`src/rtl/tensor_stream_arbiter.sv`:
```
// Two-requester tensor stream arbiter: a grant is held for a whole tensor, output is one register stage.
// Build option TENSOR_ARB_FIXED_PRIORITY_EN: requester 0 always wins arbitration (default is round-robin).
module tensor_stream_arbiter #(
  parameter int DATA_IN_0_PRECISION_0       = 16,
  parameter int DATA_IN_0_PRECISION_1       = 3,
  parameter int DATA_IN_0_TENSOR_SIZE_DIM_0 = 4,
  parameter int DATA_IN_0_TENSOR_SIZE_DIM_1 = 1,
  parameter int DATA_IN_0_PARALLELISM_DIM_0 = 4,
  parameter int DATA_IN_0_PARALLELISM_DIM_1 = 1
) (
  input  logic                             clk,
  input  logic                             rst,
  input  logic [DATA_IN_0_PRECISION_0-1:0] data_in_0 [DATA_IN_0_PARALLELISM_DIM_0*DATA_IN_0_PARALLELISM_DIM_1],
  input  logic                             data_in_0_valid,
  output logic                             data_in_0_ready,
  input  logic [DATA_IN_0_PRECISION_0-1:0] data_in_1 [DATA_IN_0_PARALLELISM_DIM_0*DATA_IN_0_PARALLELISM_DIM_1],
  input  logic                             data_in_1_valid,
  output logic                             data_in_1_ready,
  output logic [DATA_IN_0_PRECISION_0-1:0] data_out_0 [DATA_IN_0_PARALLELISM_DIM_0*DATA_IN_0_PARALLELISM_DIM_1],
  output logic                             data_out_0_valid,
  input  logic                             data_out_0_ready,
  output logic                             data_out_0_src,
  output logic                             data_out_0_last
);

  localparam int NUM_ELEM = DATA_IN_0_PARALLELISM_DIM_0 * DATA_IN_0_PARALLELISM_DIM_1;
  localparam int DEPTH    = (DATA_IN_0_TENSOR_SIZE_DIM_0 / DATA_IN_0_PARALLELISM_DIM_0) *
                            (DATA_IN_0_TENSOR_SIZE_DIM_1 / DATA_IN_0_PARALLELISM_DIM_1);
  localparam int CNT_W    = $clog2(DEPTH) + 1;
  localparam logic [CNT_W-1:0] LAST_CNT = CNT_W'(DEPTH - 1);

  // Elaboration-time sanity on the shape and fixed-point metadata.
  generate
    if (DEPTH < 1 || DATA_IN_0_PRECISION_1 > DATA_IN_0_PRECISION_0) begin : g_bad_param
      $error("tensor_stream_arbiter: DEPTH must be >= 1 and fractional bits <= element width");
    end
  endgenerate

  typedef enum logic [1:0] {IDLE, GRANT_0, GRANT_1} state_t;

  state_t                           state_reg;
  state_t                           state_next;
  logic [CNT_W-1:0]                 beat_cnt_reg;
  logic [DATA_IN_0_PRECISION_0-1:0] out_data_reg [NUM_ELEM];
  logic                             out_valid_reg;
  logic                             out_src_reg;
  logic                             out_last_reg;

  logic out_free;
  logic accept_0;
  logic accept_1;
  logic accept;
  logic tensor_done;
  logic any_valid;
  logic winner;

  assign out_free    = !out_valid_reg || data_out_0_ready;
  assign accept_0    = data_in_0_valid && data_in_0_ready;
  assign accept_1    = data_in_1_valid && data_in_1_ready;
  assign accept      = accept_0 || accept_1;
  assign tensor_done = accept && (beat_cnt_reg == LAST_CNT);
  assign any_valid   = data_in_0_valid || data_in_1_valid;

`ifdef TENSOR_ARB_FIXED_PRIORITY_EN
  assign winner = !data_in_0_valid;
`else
  logic last_grant_reg;

  // With both requesting, the one not served last time wins.
  assign winner = (data_in_0_valid && data_in_1_valid) ? !last_grant_reg : !data_in_0_valid;

  always_ff @(posedge clk) begin
    if (rst) begin
      last_grant_reg <= 1'b1;
    end else if (state_reg == IDLE && any_valid) begin
      last_grant_reg <= winner;
    end
  end
`endif

  always_ff @(posedge clk) begin
    if (rst) begin
      state_reg <= IDLE;
    end else begin
      state_reg <= state_next;
    end
  end

  always_comb begin
    state_next = state_reg;
    case (state_reg)
      IDLE:             if (any_valid) state_next = winner ? GRANT_1 : GRANT_0;
      GRANT_0, GRANT_1: if (tensor_done) state_next = IDLE;
      default:          state_next = IDLE;
    endcase
  end

  always_comb begin
    data_in_0_ready = 1'b0;
    data_in_1_ready = 1'b0;
    case (state_reg)
      GRANT_0: data_in_0_ready = out_free;
      GRANT_1: data_in_1_ready = out_free;
      default: ;
    endcase
  end

  always_ff @(posedge clk) begin
    if (rst) begin
      beat_cnt_reg <= '0;
    end else if (accept) begin
      beat_cnt_reg <= tensor_done ? '0 : beat_cnt_reg + CNT_W'(1);
    end
  end

  generate
    for (genvar gi = 0; gi < NUM_ELEM; gi++) begin : g_elem
      always_ff @(posedge clk) begin
        if (rst) begin
          out_data_reg[gi] <= '0;
        end else if (accept) begin
          out_data_reg[gi] <= accept_1 ? data_in_1[gi] : data_in_0[gi];
        end
      end
      assign data_out_0[gi] = out_data_reg[gi];
    end
  endgenerate

  // Control side of the output stage; src/last only change when a new beat lands.
  always_ff @(posedge clk) begin
    if (rst) begin
      out_valid_reg <= 1'b0;
      out_src_reg   <= 1'b0;
      out_last_reg  <= 1'b0;
    end else if (accept) begin
      out_valid_reg <= 1'b1;
      out_src_reg   <= accept_1;
      out_last_reg  <= (beat_cnt_reg == LAST_CNT);
    end else if (data_out_0_ready) begin
      out_valid_reg <= 1'b0;
    end
  end

  assign data_out_0_valid = out_valid_reg;
  assign data_out_0_src   = out_src_reg;
  assign data_out_0_last  = out_last_reg;

endmodule

```
`config.mk`:
```
export PLATFORM = sky130hd
export DESIGN_NAME = tensor_stream_arbiter
export DESIGN_NICKNAME = d
export VERILOG_FILES = /design/src/rtl/tensor_stream_arbiter.sv
export SDC_FILE = /design/constraint.sdc
export NUM_CORES = 1
export LEC_CHECK = 0
export ABC_AREA = 1
export BUFFER_PORTS_ARGS = -buffer_cell sky130_fd_sc_hd__clkbuf_2
export CORE_AREA = 2 2 104 106
export CTS_CLUSTER_DIAMETER = 100
export DETAILED_ROUTE_END_ITERATION = 12
export DIE_AREA = 0 0 106 108
export GPL_TIMING_DRIVEN = 0
export PLACE_DENSITY = 0.68
export SYNTH_ARGS = -nofsm -noshare
export SYNTH_HDL_FRONTEND = slang
export SYNTH_SLANG_ARGS = --single-unit
export TNS_END_PERCENT = 100
```
`constraint.sdc`:
```
create_clock -name clk -period 7.6 [get_ports clk]
set_clock_uncertainty 0.2 [all_clocks]
set_input_delay 1.14 -clock clk [delete_from_list [all_inputs] [get_ports clk]]
set_output_delay 1.14 -clock clk [all_outputs]
set_load 0.03 [all_outputs]
```
# After elaboration in Yosys (flattened, before gate mapping)
# Memories as Yosys holds them, arrays and structs flattened.
# Index checks and enable logic that the tools add are counted.
# Widths: inputs -> output; s select.
# op_classes
addsub	1
n_eq_ne	4
bitwise	5
n_reduce_logical	15
muxes	23
# ops
cell	count
$mux 16	8
$mux 1	11
$mux 2	3
$logic_and 1x1->1	5
$ne 2x2->1 const B	2
$or 1x1->1	4
$pmux 2 s2	1
$logic_not 1->1	3
$logic_or 1x1->1	3
$eq 2x1->1 const B	1
$eq 2x2->1 const B	1
$logic_not 2->1	1
$reduce_and 2->1	1
$reduce_bool 2->1	1
$reduce_or 2->1	1
$add 1x1->1 const B	1
$not 1->1	1
# totals
mem_count	1
output_inout_bits	69
ramBits	64
reg_bits	7
# memory_table
memory	depth	width	rd	rd_clocked_by_memory_dff	wr	line	rtl
out_data_reg	4	16	4	0	4	44	logic [DATA_IN_0_PRECISION_0-1:0] out_data_reg [NUM_ELEM];

# Logic depth before layout (Yosys ltp)
# depth
ltp_word	9
mapped_depth	9

# Least setup slack after synthesis
# Ideal clock, no wire load.
# synth_timing
path_kind	input-to-reg
start	in data_out_0_ready
end	mem out_data_reg[0][0] (enable)
cell_stages	5
path_slack_ns	3.573
arrival_time_ns	2.969
setup_ns	0.859
required_ns	6.541
cell_sequence	inv_2 > nand2_2 > nand3_2 > buf_4 > nand3_1
# synth_rtl
element	line	rtl
from (decl)	21	input logic data_out_0_ready,
to (decl)	44	

# Worst setup path in the final report
# layout_timing
start	in data_out_0_ready
end	out data_in_1_ready
# layout_between
elab_chain_cells	2
# layout_lines
element	line	rtl
$logic_or 1x1->1	57	assign out_free = !out_valid_reg || data_out_0_ready;
$mux 1	101	case (state_reg)
to (decl)	18	output logic data_in_1_ready,
# Every way passes these cells.

==> summary.md <==
| Metric | Value |
|---|---|
| Status | `completed` |
| Die area | `11450 um2` |
| Max FFs per register | `64` |
| Hold_ws | `0.2518 ns` |
| Cell depth of the worst hold path | `2` |
| Most frequent cells in the layout | `clkbuf_2, nand2_1, nand3_1, edfxtp_1, a21oi_1` |
| Die X | `106 um` |
| Via-to-Cell Ratio | `4.836` |
| FMAX | `290.4 MHz` |
| Clock Tree Buf Depth | `2` |
| Dominant cells by area after synthesis | `edfxtp_1, nand3_1, a21oi_1` |
| Slew @ Worst Pin | `0.4866 ns` |
| Cts repair resizes | `0` |
| Worst hold endpoint | `beat_cnt_reg$_SDFFE_PP0P_` |
| Part of the cycle the worst path needs | `45.30%` |
| Largest net degree at the start of global routing | `40` |
| GP Congestion | `0.7864` |
| Slew margin rel. | `67.56%` |
| CTS tree | `yes` |
| Critical Path AT | `2.10 ns` |
| Worst-path clk slew | `0.07 ns` |
| Hold_sp | `beat_cnt_reg$_SDFFE_PP0P_` |
| Clk sinks | `71` |
| Worst Setup Start Kind | `input pin` |
| DRC violation count after routing | `0` |
| Post-synth cell types | `21` |
| Num rows | `37` |
| Yosys top cell area share | `57.21%` |
| First-pass GRT wire length | `15480 um` |
| Ports | `202` |
| Initial antenna violation count | `0` |
| Initial Util | `32.84%` |
| Post-Syn Area per Cell | `10.18 um2` |
| Post-CTS Hold Fix Bufs | `0` |
| Register area share after synthesis | `61.38%` |
| Worst R2R Path Depth | `6` |
| CP Capture Type | `primary output` |
| Flop-to-flop setup slack | `5.39 ns` |
| Slowest Stage Delay on Critical Path | `0.38 ns` |
| Critical Path, Cell by Cell | `clkbuf_2, inv_2, a21boi_1, clkbuf_1, clkbuf_2` |
| Warnings, synthesis | `0` |
| Pre-antenna DRT Iters | `5` |
| CTS buffer count | `9` |
| Filler instances | `1023` |
| DP HPWL | `7629 um` |
| Routed len/inst | `14.79 um` |
| Fin crit period | `3.443 ns` |
| Crit Reg-Reg Startpoint | `state_reg[0]$_SDFFE_PP0P_` |
| Post-Layout Cell Count | `684` |
| Leading area contributor after synthesis | `edfxtp_1` |
| Max-Cap Viols | `0` |
| Synthesized cell area | `3359 um2` |
| CORE AREA | `10230 um2` |
| RSZ-0062 raised after global routing | `false` |
| Die height | `108 um` |
| #FFs+latches synth | `71` |
| 1st-iter DRT viols | `222` |
| Inst Count DP | `668` |
| Final nets | `679` |
| Critical R2R Capture | `out_data_reg[3][13]$_SDFFCE_PN0P_` |
| Clock Latency Late Sink | `0.34 ns` |
| Clk root buf | `clkbuf_8` |
| Final Hold Vio Count | `0` |
| ANT nets after route | `0` |
| DP Area | `4568 um2` |
| Crit-path slowest cell | `clkbuf_1` |
| Overflow after GRT | `0` |
| Input/output buffers | `201` |
| Required @ worst endpoint | `6.26 ns` |
| Total wire length | `10120 um` |
| DR vias | `3308` |
| Leakage power | `2.247 nW` |
| Post-CTS Setup Bufs | `0` |
| Commonest non-fill, non-tap cell in the layout | `clkbuf_2` |
| All-Layer GR Usage | `17.28%` |
| CP most frequent cell | `clkbuf_2` |
| Share of cells above drive strength 1 | `45.62%` |
| Number of global-route vias before repair | `3226` |
| Core Util, Final | `46.23%` |
| Finished Cell Area | `4730 um2` |
| Fin Setup TNS | `0 ns` |
| H-Tree Depth | `3` |
| Crit-path max FO | `10` |
| Critical path type | `in -> out` |
| Final setup violation count | `0` |
| Max-slew violations | `0` |
| Post-Syn Instances | `330` |
| Power Dens Cells | `247.9 nW/um2` |
| VDD IR max | `0.0001204 V` |
| Area grow syn2layout | `40.78%` |
| Synthesized net count | `466` |
| Inserted Diodes | `0` |
| Hold Path Class | `reg -> reg` |
## kinds of logic after synthesis
family	synth area share [%]
adder cells (fa/ha/maj)	1.117
buffers and inverters	5.847
flip-flops	61.38
AO/OA/AOI/OAI	12.29
AND/OR/NAND/NOR	19.37
## layer usage
metal  track usage (%)  part of all wire (%)
met4             6.203                   1.5
met1             20.79                    40
met3             3.376                   6.6
met5                 0                     0
met2             30.92                    52
## cells in the mapped netlist
cell      instances
edfxtp_1         64
inv_2             1
nor2_1            3
a21boi_1          1
dfxtp_1           7
buf_4             2
a21oi_1          59
o21ai_0           2
nand2_2           1
a21boi_0          1
nand3_1          67
nand2_1          74
nand3_2           2
clkbuf_1          5
o21ai_1           1
buf_2            16
a21oi_2           9
a211o_1           1
buf_6             5
ha_1              3
inv_1             6
## report_power, final
group,leakage (nW),internal (mW),switching (mW)
registers,0.728,0.500,0.0204
clock network,0.0817,0.128,0.131
logic,1.44,0.115,0.279
## worst max-delay path by stage
stage	from	endpoint	slack [ns]	cells past startpoint
floorplan	data_out_0_ready	out_data_reg[0][0]$_SDFFCE_PN0P_	3.57	5
global placement	data_out_0_ready	out_data_reg[0][13]$_SDFFCE_PN0P_	2.34	6
detailed placement	data_out_0_ready	data_in_1_ready	4.16	5
CTS	data_out_0_ready	data_in_1_ready	4.16	5
global route	data_out_0_ready	data_in_1_ready	4.05	5
finish	data_out_0_ready	data_in_1_ready	4.16	5
## stage by stage
stage | total power, mW | setup WS [ns]
2_1_floorplan | 0.7858 | 3.573
3_3_place_gp | 0.9160 | 2.344
3_5_place_dp | 0.9252 | 4.164
4_1_cts | 1.187 | 4.162
5_1_grt | 1.237 | 4.053
6_report | 1.173 | 4.157
## critical path, delay by kind of cell
kind	cells	cell delay (ns)
compound gates	1	0.16
buf+inv	4	0.79
## area by class of cell
cell class | count | area (um2) | share of cell area, %
Buffer | 28 | 170.2 | 3.598
Clock buffer | 15 | 156.4 | 3.307
Clock inverter | 1 | 5.005 | 0.1058
Inverter | 7 | 26.28 | 0.5556
Multi-Input combinational cell | 224 | 1114 | 23.54
Sequential cell | 71 | 2062 | 43.60
Tap cell | 136 | 170.2 | 3.598
Timing Repair Buffer | 202 | 1026 | 21.69
Note: power is estimated with default switching activity, not from simulation.
